===== config.mk =====
export PLATFORM = sky130hd
export DESIGN_NAME = result_bram_reader
export DESIGN_NICKNAME = d
export VERILOG_FILES = /design/src/rtl/result_bram_reader.sv
export SDC_FILE = /design/constraint.sdc
export NUM_CORES = 1
export LEC_CHECK = 0
export CAP_MARGIN = 5
export CORE_UTILIZATION = 45
export CTS_BUF_LIST = sky130_fd_sc_hd__clkbuf_8
export DETAILED_ROUTE_END_ITERATION = 10
export GPL_ROUTABILITY_DRIVEN = 0
export MAX_ROUTING_LAYER = met4
export PLACE_DENSITY = 0.69
export SYNTH_ARGS = -nofsm -noshare
export SYNTH_HDL_FRONTEND = slang
export SYNTH_SLANG_ARGS = --single-unit

===== constraint.sdc =====
create_clock -name i_clk -period 4.85 [get_ports i_clk]
set_input_delay 0.97 -clock i_clk [delete_from_list [all_inputs] [get_ports i_clk]]
set_output_delay 0.97 -clock i_clk [all_outputs]
set_load 0.01 [all_outputs]

===== src/rtl/result_bram_reader.sv =====
// Drains the 8192-entry circular FP16 result buffer (512 x 256-bit BRAM) onto a 16-bit valid/ready stream.
// Optional RESULT_BRAM_READER_STATS_EN adds o_beat_count / o_stall_count.
module result_bram_reader #(
    parameter int RD_LATENCY = 1,
    parameter int WR_PTR_DLY = 1
) (
    input  logic         i_clk,
    input  logic         i_reset_n,
    input  logic         i_enable,
    input  logic         i_flush,
    input  logic [12:0]  i_wr_ptr,
    output logic [8:0]   o_bram_rd_addr,
    output logic         o_bram_rd_en,
    input  logic [255:0] i_bram_rd_data,
    output logic [15:0]  o_m_data,
    output logic         o_m_valid,
    input  logic         i_m_ready,
    output logic [12:0]  o_rd_ptr,
    output logic [13:0]  o_used_entries,
    output logic         o_empty,
    output logic         o_busy
`ifdef RESULT_BRAM_READER_STATS_EN
    ,
    output logic [31:0]  o_beat_count,
    output logic [31:0]  o_stall_count
`endif
);

    typedef enum logic [1:0] {IDLE, FETCH, WAIT, STREAM} state_t;

    localparam logic [1:0] WAIT_LAST = 2'(RD_LATENCY - 1);

    state_t       state;
    logic [12:0]  wr_pipe [WR_PTR_DLY];
    logic [12:0]  wr_ptr_d;
    logic [12:0]  diff;
    logic [13:0]  used;
    logic [3:0]   idx;
    logic [3:0]   idx_nx;
    logic [14:0]  lim_sum;
    logic [4:0]   lim_nx;
    logic [4:0]   lim;
    logic         last;
    logic         hs;
    logic [1:0]   wait_cnt;
    logic [255:0] line_buf;

    // The writer bumps its pointer before the BRAM write lands, so only the delayed copy is trusted.
    always_ff @(posedge i_clk or negedge i_reset_n) begin
        if (!i_reset_n) begin
            for (int i = 0; i < WR_PTR_DLY; i++) wr_pipe[i] <= '0;
        end else begin
            wr_pipe[0] <= i_wr_ptr;
            for (int i = 1; i < WR_PTR_DLY; i++) wr_pipe[i] <= wr_pipe[i-1];
        end
    end

    assign wr_ptr_d = wr_pipe[WR_PTR_DLY-1];
    assign diff     = wr_ptr_d - o_rd_ptr;
    assign used     = {1'b0, diff};
    assign idx      = o_rd_ptr[3:0];
    assign idx_nx   = idx + 4'd1;
    assign lim_sum  = {11'd0, idx} + {1'b0, used};
    assign lim_nx   = (lim_sum >= 15'd16) ? 5'd16 : lim_sum[4:0];
    assign last     = ({1'b0, idx} + 5'd1) == lim;
    assign hs       = o_m_valid & i_m_ready;

    always_ff @(posedge i_clk or negedge i_reset_n) begin
        if (!i_reset_n) begin
            state          <= IDLE;
            lim            <= '0;
            wait_cnt       <= '0;
            line_buf       <= '0;
            o_bram_rd_en   <= 1'b0;
            o_bram_rd_addr <= '0;
            o_m_valid      <= 1'b0;
            o_m_data       <= '0;
            o_rd_ptr       <= '0;
        end else if (i_flush) begin
            // Any read still in flight lands while IDLE and is simply never latched.
            state        <= IDLE;
            o_rd_ptr     <= wr_ptr_d;
            o_m_valid    <= 1'b0;
            o_bram_rd_en <= 1'b0;
            wait_cnt     <= '0;
        end else begin
            o_bram_rd_en <= 1'b0;
            case (state)
                IDLE: begin
                    if (i_enable && used != 14'd0) begin
                        // Entries at or beyond lim are not yet written; a later fetch picks them up.
                        lim            <= lim_nx;
                        o_bram_rd_en   <= 1'b1;
                        o_bram_rd_addr <= o_rd_ptr[12:4];
                        state          <= FETCH;
                    end
                end
                FETCH: begin
                    wait_cnt <= '0;
                    state    <= WAIT;
                end
                WAIT: begin
                    if (wait_cnt == WAIT_LAST) begin
                        line_buf  <= i_bram_rd_data;
                        o_m_data  <= i_bram_rd_data[{idx, 4'b0} +: 16];
                        o_m_valid <= 1'b1;
                        state     <= STREAM;
                    end else begin
                        wait_cnt <= wait_cnt + 2'd1;
                    end
                end
                STREAM: begin
                    if (hs) begin
                        o_rd_ptr <= o_rd_ptr + 13'd1;
                        if (last) begin
                            o_m_valid <= 1'b0;
                            state     <= IDLE;
                        end else begin
                            o_m_data <= line_buf[{idx_nx, 4'b0} +: 16];
                        end
                    end
                end
                default: state <= IDLE;
            endcase
        end
    end

    assign o_used_entries = used;
    assign o_empty        = (used == 14'd0);
    assign o_busy         = (state != IDLE);

`ifdef RESULT_BRAM_READER_STATS_EN
    always_ff @(posedge i_clk or negedge i_reset_n) begin
        if (!i_reset_n) begin
            o_beat_count  <= '0;
            o_stall_count <= '0;
        end else if (i_flush) begin
            o_beat_count  <= '0;
            o_stall_count <= '0;
        end else begin
            if (hs) o_beat_count <= o_beat_count + 32'd1;
            if (o_m_valid && !i_m_ready) o_stall_count <= o_stall_count + 32'd1;
        end
    end
`endif

endmodule


==> metrics.txt <==
Initial Utilization=between 40% and 50%; count of cell types in the netlist=roughly 70; post-route minimum period=4.68 ns; Die Width=~200 um; CP required=3.88 ns; Critical R2R Capture=state[0]$_DFFE_PN0P_; Core Util, Final=about three fifths; most frequent cell after synthesis=dfrtp_1; Critical Path Source Type=flip-flop; fillers=~3000; Slew HR=34.7%; fin crit share=between 90 and 100%; Port Buffer Count=328; Area contributors post-synth=dfrtp_1 (47%), mux4_2 (21%), mux2_2 (17%), ha_1 (1.5%), clkbuf_1 (1.2%); H-tree depth=2; Hold/Removal Path Class=primary input to asynchronous set/reset pin; CTS tree=built; WL/cell=roughly 24 um; synthesis-stage register bit count=318; DR DRC count=0; fmax=~210 MHz; Placeable Area=37000 um^2; reg-to-reg critical path startpoint=o_rd_ptr[0]$_DFFE_PN0P_; CTS Root Cell=clkbuf_8; Clock transition at path regs=0.06 ns; total power=approximately 11 mW; Num CTS Buffers=55; share of cells above drive strength 1=36.5%; r2r setup slk=~0.9 ns; synthesized area=roughly 17000 um^2; area grow syn2layout=29.6%; final worst slack=0.171 ns; unrepaired setup endpoints after global routing=no; HPWL Detailed=35.8 mm; vias in the first global route=12409; gr busiest metal=met1; CP max FO=5; vias=11516; setup violators final=0; full die area=about 39000 um^2; hold_ws=roughly 0.31 ns; largest net degree at the start of global routing=approximately 110; iteration-0 DRC count of the detailed router=between 500 and 600; CTS Buffer Depth=3; Slew @ Worst Pin=0.980 ns; worst skew pair latency=0.64 ns; Crit Path Category=flip-flop to output port; Multi-input gate area=between 8000 and 9000 um^2; GRT overflow=0; final hold viol count=0; Peak supply drop=about 0.00025 V; Clock Sinks=between 300 and 400; Mapped Cells=1139; Final #Nets=approximately 1800; FP Rows=70; met3 GRT Util=8.98%; top cell type's share of synthesized area=46.6%; Post-Syn Nets=approximately 1400; CP Data Arrival Time=3.71 ns; top post-synthesis cells by count=dfrtp_1 (318), mux2_2 (259), mux4_2 (160), clkbuf_1 (54), nand2_1 (41); clock skew=0.0434 ns; Leakage=around 9 nW; ys async rst share=100%; GRT Util Overall=27.1%; synth warn=0; Post-synth EDFFs=0; met2 global-route usage=around 37%; initial antenna violation count=11; setup_tns=0 ns; dominant synthesized flop cell=dfrtp_1; Final ANT Viol Nets=0; Slew Viols, Final=0; Ports=330; Post-Syn Area per Cell=15.0 um^2; FF/Latch Area=7970 um^2; met1 global-route usage=a little under two fifths; Yosys top cell by area=dfrtp_1; vias per inst=5.68; register area share after synthesis=46.6%; final wirelength=just under 50 mm; Crit. End Element=output port; first-pass GRT wire length=between 70 and 80 mm; outcome=complete, no violations; Max Cap Viol=0; DR pass1 iterations=5; die height=197 um; Setup WS pre-CTS=0.382 ns; setup bufs post-CTS=0; PD cells=approximately 500 nW/um^2; reg2reg path depth=9
[layer usage]
layer  routed length (um)  vias up
li1                     -     5075
met1                22000     5949
met2                21100      417
met3                 4620       75
met4                 1200        0
met5                    0        -
[worst max path at each step]
| stage | from | end | slack, ns | cells past startpoint |
|---|---|---|---|---|
| 3_5_place_dp | o_rd_ptr[0]$_DFFE_PN0P_ | o_empty | 0.38 | 9 |
| 5_1_grt | o_rd_ptr[0]$_DFFE_PN0P_ | o_empty | 0.004 | 9 |
| 6_report | o_rd_ptr[0]$_DFFE_PN0P_ | o_empty | 0.17 | 9 |
| 3_3_place_gp | o_rd_ptr[0]$_DFFE_PN0P_ | o_empty | 0.42 | 9 |
| 4_1_cts | o_rd_ptr[0]$_DFFE_PN0P_ | o_empty | 0.08 | 9 |
| 2_1_floorplan | o_rd_ptr[1]$_DFFE_PN0P_ | o_empty | 0.47 | 10 |
[critical path: stages, from the launching register on]
cell           delay, ns
dfrtp_4             0.47
ha_1                0.28
fa_2                0.41
nand2b_1            0.20
a21o_1              0.26
a31oi_4             0.21
a211oi_1            0.10
or4b_4              0.59
nor4_2              0.27
dlygate4sd2_1       0.30
[power by group]
| group | switching (mW) | internal, mW |
|---|---|---|
| combinational | 1.66 | 2.53 |
| clock | 1.14 | 1.33 |
| sequential | 0.597 | 3.86 |
[through the flow]
stage / cell area (um^2) / std cells
3_3_place_gp: 21000 / 1920
3_5_place_dp: 21000 / 1920
6_report: 22100 / 2027
4_1_cts: 22100 / 2017
5_1_grt: 22100 / 2027
2_1_floorplan: 17100 / 1139
[cell type report]
| cell class | count | area share (%) |
|---|---|---|
| clock buffers | 69 | 4.29 |
| well taps | 504 | 2.85 |
| inverters | 28 | 0.475 |
| diodes | 10 | 0.113 |
| multi-input cells | 716 | 39.5 |
| repair buffers | 354 | 16.0 |
| clock inverters | 28 | 0.713 |
| flip-flops and latches | 318 | 36.0 |
[sequential cells by signal (all words and copies together) (netlist names)]
signal	cells
wr_pipe	13
o_m_valid	1
o_bram_rd_addr	9
line_buf	256
o_m_data	16
o_rd_ptr	13
lim	5
state	2
o_bram_rd_en	1
wait_cnt	2
[cells in the final DEF, fill, tap and decap left out, types with 3 or more instances in the layout]
master,n
inv_1,45
o22ai_1,4
nor2b_1,3
o21ai_0,38
diode_2,10
clkbuf_8,69
dfrtp_1,316
mux4_2,160
nor4_1,4
clkinv_2,6
xor2_1,6
nand4_1,6
xnor2_1,20
nor3_1,3
mux2i_1,20
mux2_4,7
a21oi_1,16
nand3_1,11
o21a_1,3
a211oi_1,5
nor2_1,21
nand2_1,41
buf_12,5
nand2b_1,4
a21o_1,6
ha_1,20
or3_1,3
buf_4,21
mux2_2,259
clkdlybuf4s50_1,326
and3_1,5
[repair_timing]
| action | in CTS | in global routing |
|---|---|---|
| hold buffers | 0 | 0 |
| endpoints found under the setup margin | 1 | 1 |
| gates cloned | 0 | 0 |
| gates resized for setup | 3 | 1 |
| endpoints found under the hold margin | 0 | 0 |
[kinds of logic after synthesis]
logic type | after synthesis | share of synthesized area, %
flops | 318 | 46.6
xor+xnor | 28 | 1.44
buf+inv | 105 | 2.50
fa+ha+maj | 23 | 1.77
compound gates | 103 | 4.24
simple gates | 114 | 3.34
other cells | 1 | 0.0220
mux | 447 | 40.1
(Power assumes the default switching activity.)
